--- config.mk ---
export PLATFORM = sky130hd
export DESIGN_NAME = amb_denetleyici
export DESIGN_NICKNAME = d
export VERILOG_FILES = /design/src/rtl/amb_denetleyici_pkg.sv /design/src/rtl/amb_denetleyici_dal_cozucu.sv /design/src/rtl/amb_denetleyici.sv
export SDC_FILE = /design/constraint.sdc
export NUM_CORES = 1
export LEC_CHECK = 0
export BUFFER_PORTS_ARGS = -buffer_cell sky130_fd_sc_hd__buf_2
export CORE_MARGIN = 1.5
export CORE_UTILIZATION = 44
export DETAILED_ROUTE_END_ITERATION = 10
export PLACE_DENSITY = 0.83
export SETUP_SLACK_MARGIN = 0.5
export SYNTH_ARGS = -nofsm -noshare
export SYNTH_HDL_FRONTEND = slang
export SYNTH_SLANG_ARGS = --single-unit
--- constraint.sdc ---
create_clock -name clk_i -period 4.6 [get_ports clk_i]
set_input_delay 0 -clock clk_i [delete_from_list [all_inputs] [get_ports clk_i]]
set_output_delay 0 -clock clk_i [all_outputs]
set_load 0.05 [all_outputs]
--- src/rtl/amb_denetleyici_pkg.sv ---
// amb_denetleyici_pkg: FSM states, branch codes and default widths for the execute controller
package amb_denetleyici_pkg;
  localparam int YAZMAC_BIT = 5;
  localparam int UOP_AMB_BIT = 6;
  typedef enum logic [1:0] {
    BOS   = 2'd0,
    YURUT = 2'd1,
    CIKIS = 2'd2
  } durum_t;
  localparam logic [2:0] DAL_YOK  = 3'd0;
  localparam logic [2:0] DAL_BEQ  = 3'd1;
  localparam logic [2:0] DAL_BNE  = 3'd2;
  localparam logic [2:0] DAL_BLT  = 3'd3;
  localparam logic [2:0] DAL_BGE  = 3'd4;
  localparam logic [2:0] DAL_BLTU = 3'd5;
  localparam logic [2:0] DAL_BGEU = 3'd6;
endpackage

--- src/rtl/amb_denetleyici_dal_cozucu.sv ---
// dal_cozucu: maps a branch type and the ALU compare flags to the taken bit
module dal_cozucu
  import amb_denetleyici_pkg::*;
(
  input  logic [2:0] dal_i,
  input  logic       esittir_i,
  input  logic       kucuktur_i,
  input  logic       kucuktur_isaretsiz_i,
  output logic       atla_o
);
  // each branch type picks one flag or its inverse; none/reserved never jump
  always_comb
    atla_o = (dal_i == DAL_BEQ)  ?  esittir_i :
             (dal_i == DAL_BNE)  ? !esittir_i :
             (dal_i == DAL_BLT)  ?  kucuktur_i :
             (dal_i == DAL_BGE)  ? !kucuktur_i :
             (dal_i == DAL_BLTU) ?  kucuktur_isaretsiz_i :
             (dal_i == DAL_BGEU) ? !kucuktur_isaretsiz_i : 1'b0;
endmodule

--- src/rtl/amb_denetleyici.sv ---
// amb_denetleyici: execute-stage ALU controller; AMB_YONLENDIRME_EN enables forwarding from the output register
module amb_denetleyici
  import amb_denetleyici_pkg::*;
#(
  parameter int VERI_BIT   = 32,
  parameter int UOP_BIT    = UOP_AMB_BIT,
  parameter int YAZMAC_BIT = amb_denetleyici_pkg::YAZMAC_BIT
) (
  input  logic                  clk_i,
  input  logic                  rst_i,
  input  logic                  temizle_i,
  input  logic                  giris_gecerli_i,
  output logic                  giris_hazir_o,
  input  logic [UOP_BIT-1:0]    giris_kod_i,
  input  logic [VERI_BIT-1:0]   giris_islec1_i,
  input  logic [VERI_BIT-1:0]   giris_islec2_i,
  input  logic [YAZMAC_BIT-1:0] giris_rs1_i,
  input  logic [YAZMAC_BIT-1:0] giris_rs2_i,
  input  logic [YAZMAC_BIT-1:0] giris_rd_i,
  input  logic                  giris_yaz_i,
  input  logic [2:0]            giris_dal_i,
  input  logic [VERI_BIT-1:0]   giris_hedef_i,
  output logic [UOP_BIT-1:0]    amb_kod_o,
  output logic                  amb_gecerli_o,
  output logic [VERI_BIT-1:0]   amb_islec1_o,
  output logic [VERI_BIT-1:0]   amb_islec2_o,
  input  logic [VERI_BIT-1:0]   amb_sonuc_i,
  input  logic                  amb_sonuc_gecerli_i,
  input  logic                  amb_esittir_i,
  input  logic                  amb_kucuktur_i,
  input  logic                  amb_kucuktur_isaretsiz_i,
  output logic                  cikis_gecerli_o,
  input  logic                  cikis_hazir_i,
  output logic [VERI_BIT-1:0]   cikis_sonuc_o,
  output logic [YAZMAC_BIT-1:0] cikis_rd_o,
  output logic                  cikis_yaz_o,
  output logic                  cikis_dal_atla_o,
  output logic [VERI_BIT-1:0]   cikis_dal_hedef_o
);
  durum_t                r_durum;
  logic                  r_amb_gecerli;
  logic                  r_cikis_gecerli;
  logic [UOP_BIT-1:0]    r_kod;
  logic [VERI_BIT-1:0]   r_islec1;
  logic [VERI_BIT-1:0]   r_islec2;
  logic [YAZMAC_BIT-1:0] r_rd;
  logic                  r_yaz;
  logic [2:0]            r_dal;
  logic [VERI_BIT-1:0]   r_hedef;
  logic [VERI_BIT-1:0]   r_sonuc;
  logic [YAZMAC_BIT-1:0] r_cikis_rd;
  logic                  r_cikis_yaz;
  logic                  r_atla;
  logic [VERI_BIT-1:0]   r_cikis_hedef;
  logic                  w_kabul;
  logic                  w_atla;
  logic [VERI_BIT-1:0]   w_islec1;
  logic [VERI_BIT-1:0]   w_islec2;

  // a new packet fits when idle, or when the held result leaves this same cycle
  always_comb begin
    giris_hazir_o = (r_durum == BOS) || (r_durum == CIKIS && cikis_hazir_i);
    w_kabul = giris_gecerli_i && giris_hazir_o;
  end

`ifdef AMB_YONLENDIRME_EN
  logic w_ileri;
  // the result leaving now is the newest value of its rd, so it overrides stale decode operands
  always_comb begin
    w_ileri  = (r_durum == CIKIS) && r_cikis_yaz && (r_cikis_rd != '0);
    w_islec1 = (w_ileri && giris_rs1_i == r_cikis_rd) ? r_sonuc : giris_islec1_i;
    w_islec2 = (w_ileri && giris_rs2_i == r_cikis_rd) ? r_sonuc : giris_islec2_i;
  end
`else
  logic w_unused;
  // without forwarding decode resolves hazards, so source addresses are ignored
  always_comb begin
    w_unused = ^{giris_rs1_i, giris_rs2_i};
    w_islec1 = giris_islec1_i;
    w_islec2 = giris_islec2_i;
  end
`endif

  dal_cozucu u_dal_cozucu (
    .dal_i                (r_dal),
    .esittir_i            (amb_esittir_i),
    .kucuktur_i           (amb_kucuktur_i),
    .kucuktur_isaretsiz_i (amb_kucuktur_isaretsiz_i),
    .atla_o               (w_atla)
  );

  // FSM: latch a packet, hold the ALU inputs until it finishes, then hold the writeback packet
  always_ff @(posedge clk_i or posedge rst_i) begin
    if (rst_i) begin
      r_durum         <= BOS;
      r_amb_gecerli   <= 1'b0;
      r_cikis_gecerli <= 1'b0;
      r_kod           <= '0;
      r_islec1        <= '0;
      r_islec2        <= '0;
      r_rd            <= '0;
      r_yaz           <= 1'b0;
      r_dal           <= '0;
      r_hedef         <= '0;
      r_sonuc         <= '0;
      r_cikis_rd      <= '0;
      r_cikis_yaz     <= 1'b0;
      r_atla          <= 1'b0;
      r_cikis_hedef   <= '0;
    end else if (temizle_i) begin
      r_durum         <= BOS;
      r_amb_gecerli   <= 1'b0;
      r_cikis_gecerli <= 1'b0;
    end else begin
      case (r_durum)
        BOS: if (giris_gecerli_i) begin
          r_durum       <= YURUT;
          r_amb_gecerli <= 1'b1;
        end
        YURUT: if (amb_sonuc_gecerli_i) begin
          r_durum         <= CIKIS;
          r_amb_gecerli   <= 1'b0;
          r_cikis_gecerli <= 1'b1;
          r_sonuc         <= amb_sonuc_i;
          r_cikis_rd      <= r_rd;
          r_cikis_yaz     <= r_yaz;
          r_atla          <= w_atla;
          r_cikis_hedef   <= r_hedef;
        end
        CIKIS: if (cikis_hazir_i) begin
          r_durum         <= giris_gecerli_i ? YURUT : BOS;
          r_amb_gecerli   <= giris_gecerli_i;
          r_cikis_gecerli <= 1'b0;
        end
        default: r_durum <= BOS;
      endcase
      if (w_kabul) begin
        r_kod    <= giris_kod_i;
        r_islec1 <= w_islec1;
        r_islec2 <= w_islec2;
        r_rd     <= giris_rd_i;
        r_yaz    <= giris_yaz_i;
        r_dal    <= giris_dal_i;
        r_hedef  <= giris_hedef_i;
      end
    end
  end

  // every ALU-facing and writeback output comes straight from a register
  always_comb begin
    amb_gecerli_o     = r_amb_gecerli;
    amb_kod_o         = r_kod;
    amb_islec1_o      = r_islec1;
    amb_islec2_o      = r_islec2;
    cikis_gecerli_o   = r_cikis_gecerli;
    cikis_sonuc_o     = r_sonuc;
    cikis_rd_o        = r_cikis_rd;
    cikis_yaz_o       = r_cikis_yaz;
    cikis_dal_atla_o  = r_atla;
    cikis_dal_hedef_o = r_cikis_hedef;
  end
endmodule

==> results.md <==
* Status: finished, final reports clean
* CP delay by family, top: simple AND/OR/NAND/NOR gates
* Die Y at 134.2 um
* Worst r2r src: r_durum[0]$_DFFE_PP0P_
* Hold Path Depth at 5
* Io pins at 306
* WP buf/inv at 2
* Cells after synthesis at 433
* Final TNS setup at 0 ns
* Final cycle utilization of the critical path at 0.6094
* RD Place Congestion at 0.7592
* Routed wire length at 18.67 mm
* Power per cell area at 808.6 nW/um^2
* CTS tree: yes
* Die W at 134.2 um
* Worst-margin pin slew at 0.9643 ns
* Clock Skews at 0.007520 ns
* Largest net degree at the start of global routing at 176
* Hold EP: amb_gecerli_o$_DFFE_PP0P_
* Worst hold start: amb_sonuc_gecerli_i
* Wire per inst at 16.82 um
* Fin crit period at 2.803 ns
* Clock-pin transition on the worst setup and hold timing paths at 0.06 ns
* Syn_area_per_cell at 17.49 sq um
* Final hold slack at 0.04201 ns
* Ys Warns at 0
* Final hold vios at 0
* Clk pwr share at 0.154
* Critical Path AT at 3.10 ns
* Pleak at 5.494 nW
* Detailed-route via count at 5291
* Internal power at 4.870 mW
* Cells along the critical path: inv_1, ha_1, nand2_1, nand2_1, and3b_4, buf_4, mux2_4
* Seq. cell area at 4654 sq um
* HPWL Detailed at 10.88 mm
* Cell Rows at 47
* Critical path class: reg2reg
* DRC viols at 0
* Combinational power share at 0.524
* Startpoint types: flip-flop
* Worst r2r path cells at 7
* Sequential Power Share at 0.322
* Worst vdd ir at 0.5030 mV
* Clock latency at the later pin of the worst-skew pair at 0.42 ns
* Vias in the first global route at 5961
* First-pass GRT wire length at 29.54 mm
* Max-cap violations at 0
* Slew margin rel. at 0.3552
* All-layer global routing usage at 0.2096
* Tot Pwr at 9.057 mW
* Initial Utilization at 0.4536
* Clk sinks at 186
* Slowest CP cell: and3b_4
* CP max stage delay at 0.70 ns
* Clock buffer depth at 2
* Switching Fraction at 0.4623
* FF-to-FF setup slack at 1.80 ns
* Root Driver: clkbuf_16
* Syn Std Cell Area at 7575 sq um
* Area Growth Syn to Fin at 47.87%
* Via density at 4.767
* Max Slew Vio Count at 0
* Worst path required time at 4.90 ns
* Share of layout cells above drive strength 1 at 0.5719
* Antenna violations before repair at 0
* Die area at 18010 sq um
* H-tree depth at 4
* Final setup viols at 0
* Critical path fanouts, max at 39
* Routed Antenna Nets at 0
* Total Nets Final at 1048
* Multi-input logic area at 2639 sq um
* DRT Pass-1 Iters at 4
* CTS buffer count at 17
* Core area at 16700 sq um
* Worst Setup End Kind: flip-flop
* Reg-to-reg critical path endpoint: amb_islec1_o[8]$_DFFE_PP0P_
* Most frequent cell on the critical path: nand2_1
* Sequential cell area fraction in the yosys report at 0.6145
* Filler Cells Inserted at 1144
* F_max at 0.3567 GHz
* Mapped Nets at 600
* Initial DRC count at 134
* Input/output buffers at 295
* Hold WC Path Type: in2reg
* Number of diodes at 0
* NetSw at 4.187 mW
* Yosys cell types at 26
* Synth Register Bits at 186
* Grt ovf at 0
* RSZ-0062 raised after global routing: false
## worst reg2reg max path: stages, from the launching register on
cell,delay (ns)
dfrtp_1,0.43
inv_1,0.10
ha_1,0.28
nand2_1,0.08
nand2_1,0.09
and3b_4,0.70
buf_4,0.64
mux2_4,0.36
## cell families (layout without fill, tap and decap cells)
logic type / after synthesis / count (layout) / synth area share
AO/OA/AOI/OAI: 13 / 13 / 0.01173
buffers and inverters: 27 / 484 / 0.03717
multiplexers: 183 / 183 / 0.3163
flip-flops: 186 / 186 / 0.6145
adder cells (fa/ha/maj): 5 / 5 / 0.008259
AND/OR/NAND/NOR: 19 / 19 / 0.01206
## worst max-delay path by stage
stage / start / to / slack [ns] / cells after the start
5_1_grt: r_durum[0]$_DFFE_PP0P_ / amb_islec1_o[8]$_DFFE_PP0P_ / 1.65 / 7
3_5_place_dp: r_durum[0]$_DFFE_PP0P_ / amb_islec1_o[8]$_DFFE_PP0P_ / 1.82 / 7
3_3_place_gp: r_durum[0]$_DFFE_PP0P_ / amb_islec2_o[27]$_DFFE_PP0P_ / 1.87 / 7
4_1_cts: r_durum[0]$_DFFE_PP0P_ / amb_islec1_o[8]$_DFFE_PP0P_ / 1.82 / 7
6_report: r_durum[0]$_DFFE_PP0P_ / amb_islec1_o[8]$_DFFE_PP0P_ / 1.80 / 7
2_1_floorplan: rst_i / amb_gecerli_o$_DFFE_PP0P_ / 2.21 / 1
## metrics by stage
| stage | util | instance area, sq um | instances | setup slack (ns) |
|---|---|---|---|---|
| after floorplan | - | 7579 | 433 | 2.207 |
| after global placement | 0.5474 | 9143 | 932 | 1.866 |
| after detailed placement | 0.5474 | 9143 | 932 | 1.817 |
| after CTS | 0.6707 | 11200 | 1110 | 1.820 |
| after global routing | 0.6707 | 11200 | 1110 | 1.653 |
| final | 0.6707 | 11200 | 1110 | 1.797 |
## per-layer routing
layer  part of all wire  up-vias  wire [um]  global-route usage
li1                   -     2417          -                   -
met1               0.38     2637       7179              0.2324
met2               0.53      190       9865              0.3761
met3              0.053       47        994             0.05253
met4              0.034        0        627             0.09916
met5                  0        -          0                   0
## registers in the layout (all words and copies together) (netlist names)
register           count
amb_kod_o              6
cikis_gecerli_o        1
r_dal                  3
cikis_yaz_o            1
cikis_sonuc_o         32
cikis_dal_hedef_o     32
amb_islec1_o          32
cikis_dal_atla_o       1
amb_gecerli_o          1
r_durum                2
amb_islec2_o          32
r_yaz                  1
r_hedef               32
r_rd                   5
cikis_rd_o             5
## cell usage after synthesis
master       n  area share
and3b_4      1      0.0017
buf_12      10       0.026
o221a_2      1      0.0015
o21ai_0      2      0.0013
nor3_1       1     0.00066
a21oi_1      3      0.0020
o22ai_1      1     0.00083
inv_1        7      0.0035
buf_4        2      0.0020
mux2i_1      2      0.0026
o221ai_1     1      0.0012
nand3b_1     1     0.00099
nand2b_1     2      0.0017
mux2_4      90        0.18
buf_2        8      0.0053
nand3_1      1     0.00066
dfrtp_1    186        0.61
a22oi_1      1     0.00099
ha_1         5      0.0083
a2bb2oi_1    1      0.0012
nor2_1       6      0.0030
a211oi_1     1     0.00099
mux2_2      91        0.14
a21o_1       1     0.00099
a31oi_1      1     0.00083
nand2_1      7      0.0035
## power groups by stage
stage	clock (mW)	sequential, mW	combinational, mW
finish	1.40	2.91	4.74
global route	1.50	3.02	4.93
CTS	1.44	2.89	4.74
detailed placement	0	2.91	4.61
global placement	0	2.86	4.55
floorplan	0	5.12	1.42
## cells in the final DEF (no fill, tap or decap), drive strengths merged
cell type	n
buf	299
dfrtp	186
mux2	181
dlygate4sd3	150
clkbuf	21
nand2	7
inv	6
nor2	6
ha	5
clkinvlp	4
a21oi	3
nand2b	2
mux2i	2
o21ai	2
bufinv	2
clkinv	2
nand3b	1
and3b	1
o221a	1
a211oi	1
a2bb2oi	1
nand3	1
o221ai	1
a22oi	1
nor3	1
a31oi	1
o22ai	1
a21o	1
## what timing repair did
item,4_1_cts,5_1_grt
setup buffers,0,0
hold endpoints to repair,159,0
hold buffers,150,0
resized for setup,0,0
## cell type report
cell class | instances | area share
sequential | 186 | 0.4156
timing repair buffer | 449 | 0.2719
multi-input combinational | 220 | 0.2356
clock buffer | 21 | 0.04111
tap | 220 | 0.02458
clock inverter | 7 | 0.008601
inverter | 7 | 0.002681
No activity file was read; power rests on OpenSTA's default activity.
